[src/rtl/if_fetch_queue.sv]
// In-order fetch queue between IF and decode: entries allocated at fetch issue, filled on imem response.
// Optional IFQ_BYPASS_EN: present a response to decode in the same cycle it lands on an unfilled head.
module if_fetch_queue #(
  parameter int DEPTH = 4,
  parameter int CNT_W = $clog2(DEPTH+1)
) (
  input  logic        clk,
  input  logic        rst_n,
  input  logic        i_flush,
  input  logic        i_req_valid,
  input  logic [31:0] i_req_pc,
  input  logic [31:0] i_req_pc_next,
  input  logic        i_resp_valid,
  input  logic [31:0] i_resp_rdata,
  input  logic        i_ready,
  output logic        o_valid,
  output logic [31:0] o_instr,
  output logic [31:0] o_pc,
  output logic [31:0] o_pc_next,
  output logic        o_full,
  output logic        o_empty,
  output logic        o_resp_err
);
  localparam int PTR_W = $clog2(DEPTH);

  logic [DEPTH-1:0][31:0] pc_q, pc_d, pcn_q, pcn_d, instr_q, instr_d;
  logic [DEPTH-1:0]       filled_q, filled_d;
  logic [PTR_W-1:0]       head_q, head_d, alloc_q, alloc_d, fill_q, fill_d;
  logic [CNT_W-1:0]       count_q, count_d, pend_q, pend_d, drop_q, drop_d;
  logic                   err_q, err_d;
  logic                   do_alloc, head_rdy, byp, pop;

  assign o_full     = (count_q == CNT_W'(DEPTH));
  assign o_empty    = (count_q == '0);
  assign o_resp_err = err_q;

  always_comb begin
    head_rdy = !o_empty && filled_q[head_q] && !i_flush;
`ifdef IFQ_BYPASS_EN
    // An unfilled head is always the fill target, so the response belongs to it.
    byp = !o_empty && !filled_q[head_q] && (drop_q == '0) && !i_flush && i_resp_valid;
`else
    byp = 1'b0;
`endif
    o_valid   = head_rdy || byp;
    o_instr   = byp ? i_resp_rdata : (head_rdy ? instr_q[head_q] : 32'h0);
    o_pc      = o_valid ? pc_q[head_q]  : 32'h0;
    o_pc_next = o_valid ? pcn_q[head_q] : 32'h0;
    pop       = o_valid && i_ready;
  end

  always_comb begin
    pc_d     = pc_q;
    pcn_d    = pcn_q;
    instr_d  = instr_q;
    filled_d = filled_q;
    head_d   = head_q;
    alloc_d  = alloc_q;
    fill_d   = fill_q;
    count_d  = count_q;
    pend_d   = pend_q;
    drop_d   = drop_q;
    err_d    = err_q;
    do_alloc = i_req_valid && !o_full;

    if (i_flush) begin
      // Every still-unfilled entry has a response on its way; a flush-cycle response consumes one.
      filled_d = '0;
      head_d   = alloc_q;
      fill_d   = alloc_q;
      count_d  = '0;
      pend_d   = '0;
      drop_d   = (i_resp_valid && pend_q != '0) ? pend_q - CNT_W'(1) : pend_q;
    end else begin
      if (i_resp_valid) begin
        if (drop_q != '0) begin
          drop_d = drop_q - CNT_W'(1);
        end else if (pend_q != '0) begin
          if (!(byp && i_ready)) begin
            instr_d[fill_q]  = i_resp_rdata;
            filled_d[fill_q] = 1'b1;
          end
          fill_d = fill_q + PTR_W'(1);
          pend_d = pend_d - CNT_W'(1);
        end else begin
          err_d = 1'b1;
        end
      end
      if (pop) begin
        filled_d[head_q] = 1'b0;
        head_d  = head_q + PTR_W'(1);
        count_d = count_d - CNT_W'(1);
      end
    end

    if (do_alloc) begin
      pc_d[alloc_q]     = i_req_pc;
      pcn_d[alloc_q]    = i_req_pc_next;
      filled_d[alloc_q] = 1'b0;
      alloc_d = alloc_q + PTR_W'(1);
      count_d = count_d + CNT_W'(1);
      pend_d  = pend_d + CNT_W'(1);
    end
  end

  always_ff @(posedge clk) begin
    if (!rst_n) begin
      filled_q <= '0;
      head_q   <= '0;
      alloc_q  <= '0;
      fill_q   <= '0;
      count_q  <= '0;
      pend_q   <= '0;
      drop_q   <= '0;
      err_q    <= 1'b0;
    end else begin
      filled_q <= filled_d;
      head_q   <= head_d;
      alloc_q  <= alloc_d;
      fill_q   <= fill_d;
      count_q  <= count_d;
      pend_q   <= pend_d;
      drop_q   <= drop_d;
      err_q    <= err_d;
    end
  end

  // Payload storage is qualified by the filled bits, so it needs no reset.
  always_ff @(posedge clk) begin
    pc_q    <= pc_d;
    pcn_q   <= pcn_d;
    instr_q <= instr_d;
  end
endmodule

[config.mk]
export PLATFORM = sky130hd
export DESIGN_NAME = if_fetch_queue
export DESIGN_NICKNAME = d
export VERILOG_FILES = /design/src/rtl/if_fetch_queue.sv
export SDC_FILE = /design/constraint.sdc
export NUM_CORES = 1
export LEC_CHECK = 0
export BUFFER_PORTS_ARGS = -buffer_cell sky130_fd_sc_hd__buf_2
export CORE_ASPECT_RATIO = 1.25
export CORE_MARGIN = 1
export CORE_UTILIZATION = 33
export DETAILED_ROUTE_END_ITERATION = 8
export PLACE_DENSITY = 0.58
export SLEW_MARGIN = 30
export SYNTH_ARGS = -nofsm -noshare
export SYNTH_HDL_FRONTEND = slang
export SYNTH_SLANG_ARGS = --single-unit
[constraint.sdc]
create_clock -name clk -period 3.15 [get_ports clk]
set_input_delay 0.315 -clock clk [delete_from_list [all_inputs] [get_ports clk]]
set_output_delay 0.315 -clock clk [all_outputs]
set_load 0.005 [all_outputs]
==> results_tabular.tex <==
\begin{tabular}{lr}
\hline
Metric & Value \\
\hline
\multicolumn{2}{l}{\textbf{STA}} \\
\quad Post-route clock period utilization & 91.2\% \\
\quad Clock skew & 12.4 ps \\
\quad Number of endpoints with negative hold slack in the final report & 0 \\
\quad Actual transition at the worst max-transition pin & approximately 900 ps \\
\quad Final-report setup violation count & 0 \\
\quad Final Critical Period & 2870 ps \\
\quad Max\_slew headroom & 41.1\% \\
\quad Maximum operating frequency & between 300 and 400 MHz \\
\quad Max-slew violation total from the final report & 0 \\
\quad Final sum of negative setup slack & 0 ps \\
\quad Setup repair after global routing missed its margin & false \\
\quad Minimum setup slack in the final design & 278 ps \\
\multicolumn{2}{l}{\textbf{Clock tree}} \\
\quad Library cell used as clock root buffer & sky130\_fd\_sc\_hd\_\_clkbuf\_16 \\
\quad Worst-path clk slew & 60 ps \\
\quad TritonCTS clock tree & yes \\
\quad Bufs on Longest Clock Path & 3 \\
\quad CTS Hold Buffers Added & 96 \\
\quad Number of buffers inserted during clock tree synthesis & 43 \\
\quad Number of buffers inserted by post-CTS setup repair & 0 \\
\quad Number of gates resized after cts & 0 \\
\quad \# H-tree levels & 2 \\
\quad Worst-skew pair later-pin latency & $\sim$570 ps \\
\quad Sinks on the clock net & 404 \\
\multicolumn{2}{l}{\textbf{Placement}} \\
\quad Worst slack at placement & 662 ps \\
\quad Number of port buffers & 201 \\
\quad HPWL after detailed placement & 19.5 mm \\
\quad RD Place Congestion & 0.697 \\
\quad Placed cell count & 1583 \\
\multicolumn{2}{l}{\textbf{Critical path}} \\
\quad Critical path capture point type & output pin \\
\quad Worst reg2reg path depth & 7 \\
\quad Critical Path AT & 2560 ps \\
\quad Crit Reg-Reg Startpoint & pend\_q[0] \\
\quad Startpoint class of the critical path & register \\
\quad Maximum fanout count along the critical path & 97 \\
\quad Crit Path Category & reg2out \\
\quad R2R Path End & instr\_q[120] \\
\quad Req. time, crit path & 2830 ps \\
\quad Setup slack on the worst flop-to-flop path & 770 ps \\
\multicolumn{2}{l}{\textbf{Drt}} \\
\quad Routed WL per cell & 18.6 µm \\
\quad Count of nets left with antenna violations after detail routing & 0 \\
\quad Detailed Routing Iterations Pass 1 & 4 \\
\quad Post-Route WL & 32.7 mm \\
\quad Starting DRC count in detailed routing & 375 \\
\quad Via Count & around 8100 \\
\quad Via density per instance & 4.59 \\
\quad Total DRC errors in the routed layout & 0 \\
\multicolumn{2}{l}{\textbf{Logic synthesis}} \\
\quad Post-Synthesis Cells & 768 \\
\quad Leading cell types by count after synthesis & 384 x sky130\_fd\_sc\_hd\_\_edfxtp\_1, 112 x sky130\_fd\_sc\_hd\_\_and2\_1, 97 x sky130\_fd\_sc\_hd\_\_mux4\_2 \\
\quad Netlist area before placement & approximately 16000 µm² \\
\quad Yosys top cell area share & 72.9\% \\
\quad Mean cell area of the mapped netlist & 20.6 µm² \\
\quad Dominant cells by area after synthesis & sky130\_fd\_sc\_hd\_\_edfxtp\_1 73\%, sky130\_fd\_sc\_hd\_\_mux4\_2 14\%, sky130\_fd\_sc\_hd\_\_and2\_1 4.4\%, sky130\_fd\_sc\_hd\_\_dfxtp\_1 2.5\%, sky130\_fd\_sc\_hd\_\_ha\_1 1.6\% \\
\quad Most common cell in the netlist & sky130\_fd\_sc\_hd\_\_edfxtp\_1 \\
\quad Cell type with the highest aggregate area in the netlist & sky130\_fd\_sc\_hd\_\_edfxtp\_1 \\
\quad Prevailing post-synth register cell & sky130\_fd\_sc\_hd\_\_edfxtp\_1 \\
\quad Post-synth cell types & 35 \\
\quad Proportion of synthesized flip-flops having asynchronous set or reset & 0\% \\
\quad Number of nets in the synthesized netlist & 890 \\
\quad Part of the Yosys area used for sequential elements & 75.4\% \\
\quad Number of synthesized flops with an enable pin & 384 \\
\quad Post-synthesis register bit count & 404 \\
\quad Warning count from the yosys run & 0 \\
\multicolumn{2}{l}{\textbf{Floorplanning}} \\
\quad Die height & $\sim$250 µm \\
\quad Width of the die & between 150 and 200 µm \\
\quad I/O Pins & 202 \\
\quad Die ar. & slightly below 50000 µm² \\
\quad Initial core utilization & 33.5\% \\
\quad Core area & 47200 µm² \\
\quad Row count & roughly 90 \\
\multicolumn{2}{l}{\textbf{Layout}} \\
\quad Count of nets after finishing & 1209 \\
\quad Count of filler cells inserted in the layout & $\sim$4200 \\
\quad Final core area utilization & 42.4\% \\
\quad Multi-input gate area & approximately 3700 µm² \\
\quad Sequential Area & $\sim$12000 µm² \\
\quad Number of antenna diodes & 0 \\
\quad Area added between synthesis and finish & 26.6\% \\
\quad Non-filler cells, final & 1757 \\
\quad Layout cells sized above 1 & between 30\% and 40\% \\
\multicolumn{2}{l}{\textbf{GRT}} \\
\quad Number of antenna violations at the first check in global routing & 1 \\
\quad Largest net degree at the start of global routing & just over 100 \\
\quad Grt total ovfl & 0 \\
\quad Vias in the first global route & 8792 \\
\quad Global-route usage over all layers & between 10\% and 20\% \\
\quad Wire length of the first global-routing pass & 50.1 mm \\
\multicolumn{2}{l}{\textbf{Power}} \\
\quad Portion of total power attributed to sequential cells & between 50 and 60\% \\
\quad Power density over cell area & 584 nW/µm² \\
\quad Leakage power of the design & 7.02 nW \\
\quad Switch Pwr & 2.51 mW \\
\quad Worst voltage drop across the vdd grid & 475 µV \\
\quad Internal power contribution & 9.18 mW \\
\quad Tot Pwr & 11.7 mW \\
\quad Share of total power consumed by net switching & roughly 21\% \\
\quad Relative contribution of combinational cells to total power & 7.1\% \\
\quad Clock Power Share & 40.5\% \\
\multicolumn{2}{l}{\textbf{Hold path}} \\
\quad Worst hold path stage count & 2 \\
\quad Endpoint with the worst hold slack & o\_resp\_err \\
\quad Hold\_sp & rst\_n \\
\quad Worst min path class & in2reg \\
\multicolumn{2}{l}{\textbf{Outcome}} \\
\quad Outcome & completed \\
\multicolumn{2}{l}{\textbf{Flow run}} \\
\quad Count of maximum capacitance violations & 0 \\
\hline
\end{tabular}
==> sequential cells by signal, indices dropped and copies added, names as in the netlist, 2 cells and up <==
| name | count |
|---|---|
| alloc_q | 2 |
| filled_q | 4 |
| pcn_q | 128 |
| drop_q | 3 |
| instr_q | 128 |
| count_q | 3 |
| pc_q | 128 |
| head_q | 2 |
| pend_q | 3 |
| fill_q | 2 |
==> kinds of logic (layout without fill, tap and decap cells) <==
family	count (synthesis)	after routing	share of synthesized area, %
mux	101	101	14.1
simple gates	145	145	5.51
flops	404	404	75.4
buf+inv	56	408	1.48
xor+xnor	9	9	0.498
compound gates	33	33	1.43
fa+ha+maj	20	20	1.58
==> power by group through the flow <==
| stage | combinational, mW | sequential [mW] | clock [mW] |
|---|---|---|---|
| final | 0.829 | 6.12 | 4.74 |
| after global routing | 0.911 | 6.13 | 5.09 |
| after CTS | 0.858 | 6.12 | 4.93 |
| after detailed placement | 0.758 | 6.23 | 0 |
| after global placement | 0.751 | 6.22 | 0 |
| after floorplan | 0.449 | 6.23 | 0 |
==> through the flow <==
step           hold slack, ps  instance area [µm²]
6_report                  130                20000
5_1_grt                   130                20000
4_1_cts                  89.2                20000
3_5_place_dp              459                17700
3_3_place_gp              454                17700
2_1_floorplan             414                15800
==> critical path: stages (launching register included) <==
cell and delay, ps:
sky130_fd_sc_hd__dfxtp_4 370, sky130_fd_sc_hd__mux4_2 400, sky130_fd_sc_hd__and3_4 780, sky130_fd_sc_hd__and2_1 280
sky130_fd_sc_hd__buf_2 130
==> layout make-up <==
class / instances / share of cell area (%)
clock buffers: 50 / 5.72
clock inverters: 28 / 0.906
inverters: 17 / 0.319
multi-input cells: 308 / 18.3
flip-flops and latches: 404 / 59.6
well taps: 637 / 3.98
repair buffers: 313 / 11.1
==> worst max path at each step <==
stage / from / to / slack [ps] / cells after the start
detailed placement: pend_q[0] / instr_q[122] / 660 / 7
global route: count_q[0] / o_pc[9] / 50 / 6
floorplan: count_q[0] / pc_q[100] / 210 / 5
finish: head_q[0] / o_pc[9] / 280 / 4
global placement: pend_q[0] / instr_q[56] / 700 / 7
CTS: head_q[0] / o_pc[15] / 170 / 4
==> layer usage <==
metal  track usage, %  up-vias  routed length (µm)
li1                 -     3709                   -
met1             16.9     4114               14100
met2             23.2      200               16400
met3             2.89       46                1510
met4             5.27        2                 756
met5                0        -                  10
==> cell usage in the layout (no fill, tap or decap), types with 4 or more instances in the layout <==
cell / Yosys / routed
sky130_fd_sc_hd__edfxtp_1: 384 / 384
sky130_fd_sc_hd__buf_2: 7 / 201
sky130_fd_sc_hd__and2_1: 112 / 104
sky130_fd_sc_hd__mux4_2: 97 / 97
sky130_fd_sc_hd__dlygate4sd3_1: 0 / 96
sky130_fd_sc_hd__clkbuf_16: 0 / 45
sky130_fd_sc_hd__ha_1: 20 / 20
sky130_fd_sc_hd__dfxtp_1: 20 / 18
sky130_fd_sc_hd__inv_1: 17 / 17
sky130_fd_sc_hd__a21oi_1: 14 / 14
sky130_fd_sc_hd__clkinv_1: 0 / 11
sky130_fd_sc_hd__buf_12: 0 / 11
sky130_fd_sc_hd__clkinv_2: 0 / 10
sky130_fd_sc_hd__nand2_1: 8 / 8
sky130_fd_sc_hd__xnor2_1: 6 / 6
sky130_fd_sc_hd__nor2b_1: 5 / 5
sky130_fd_sc_hd__nor2_1: 5 / 5
sky130_fd_sc_hd__clkbuf_1: 29 / 5
sky130_fd_sc_hd__buf_4: 0 / 5
sky130_fd_sc_hd__and2_2: 0 / 4
sky130_fd_sc_hd__and2_4: 0 / 4
sky130_fd_sc_hd__mux2i_1: 4 / 4
sky130_fd_sc_hd__a2111oi_0: 4 / 4
(Power assumes the default switching activity.)
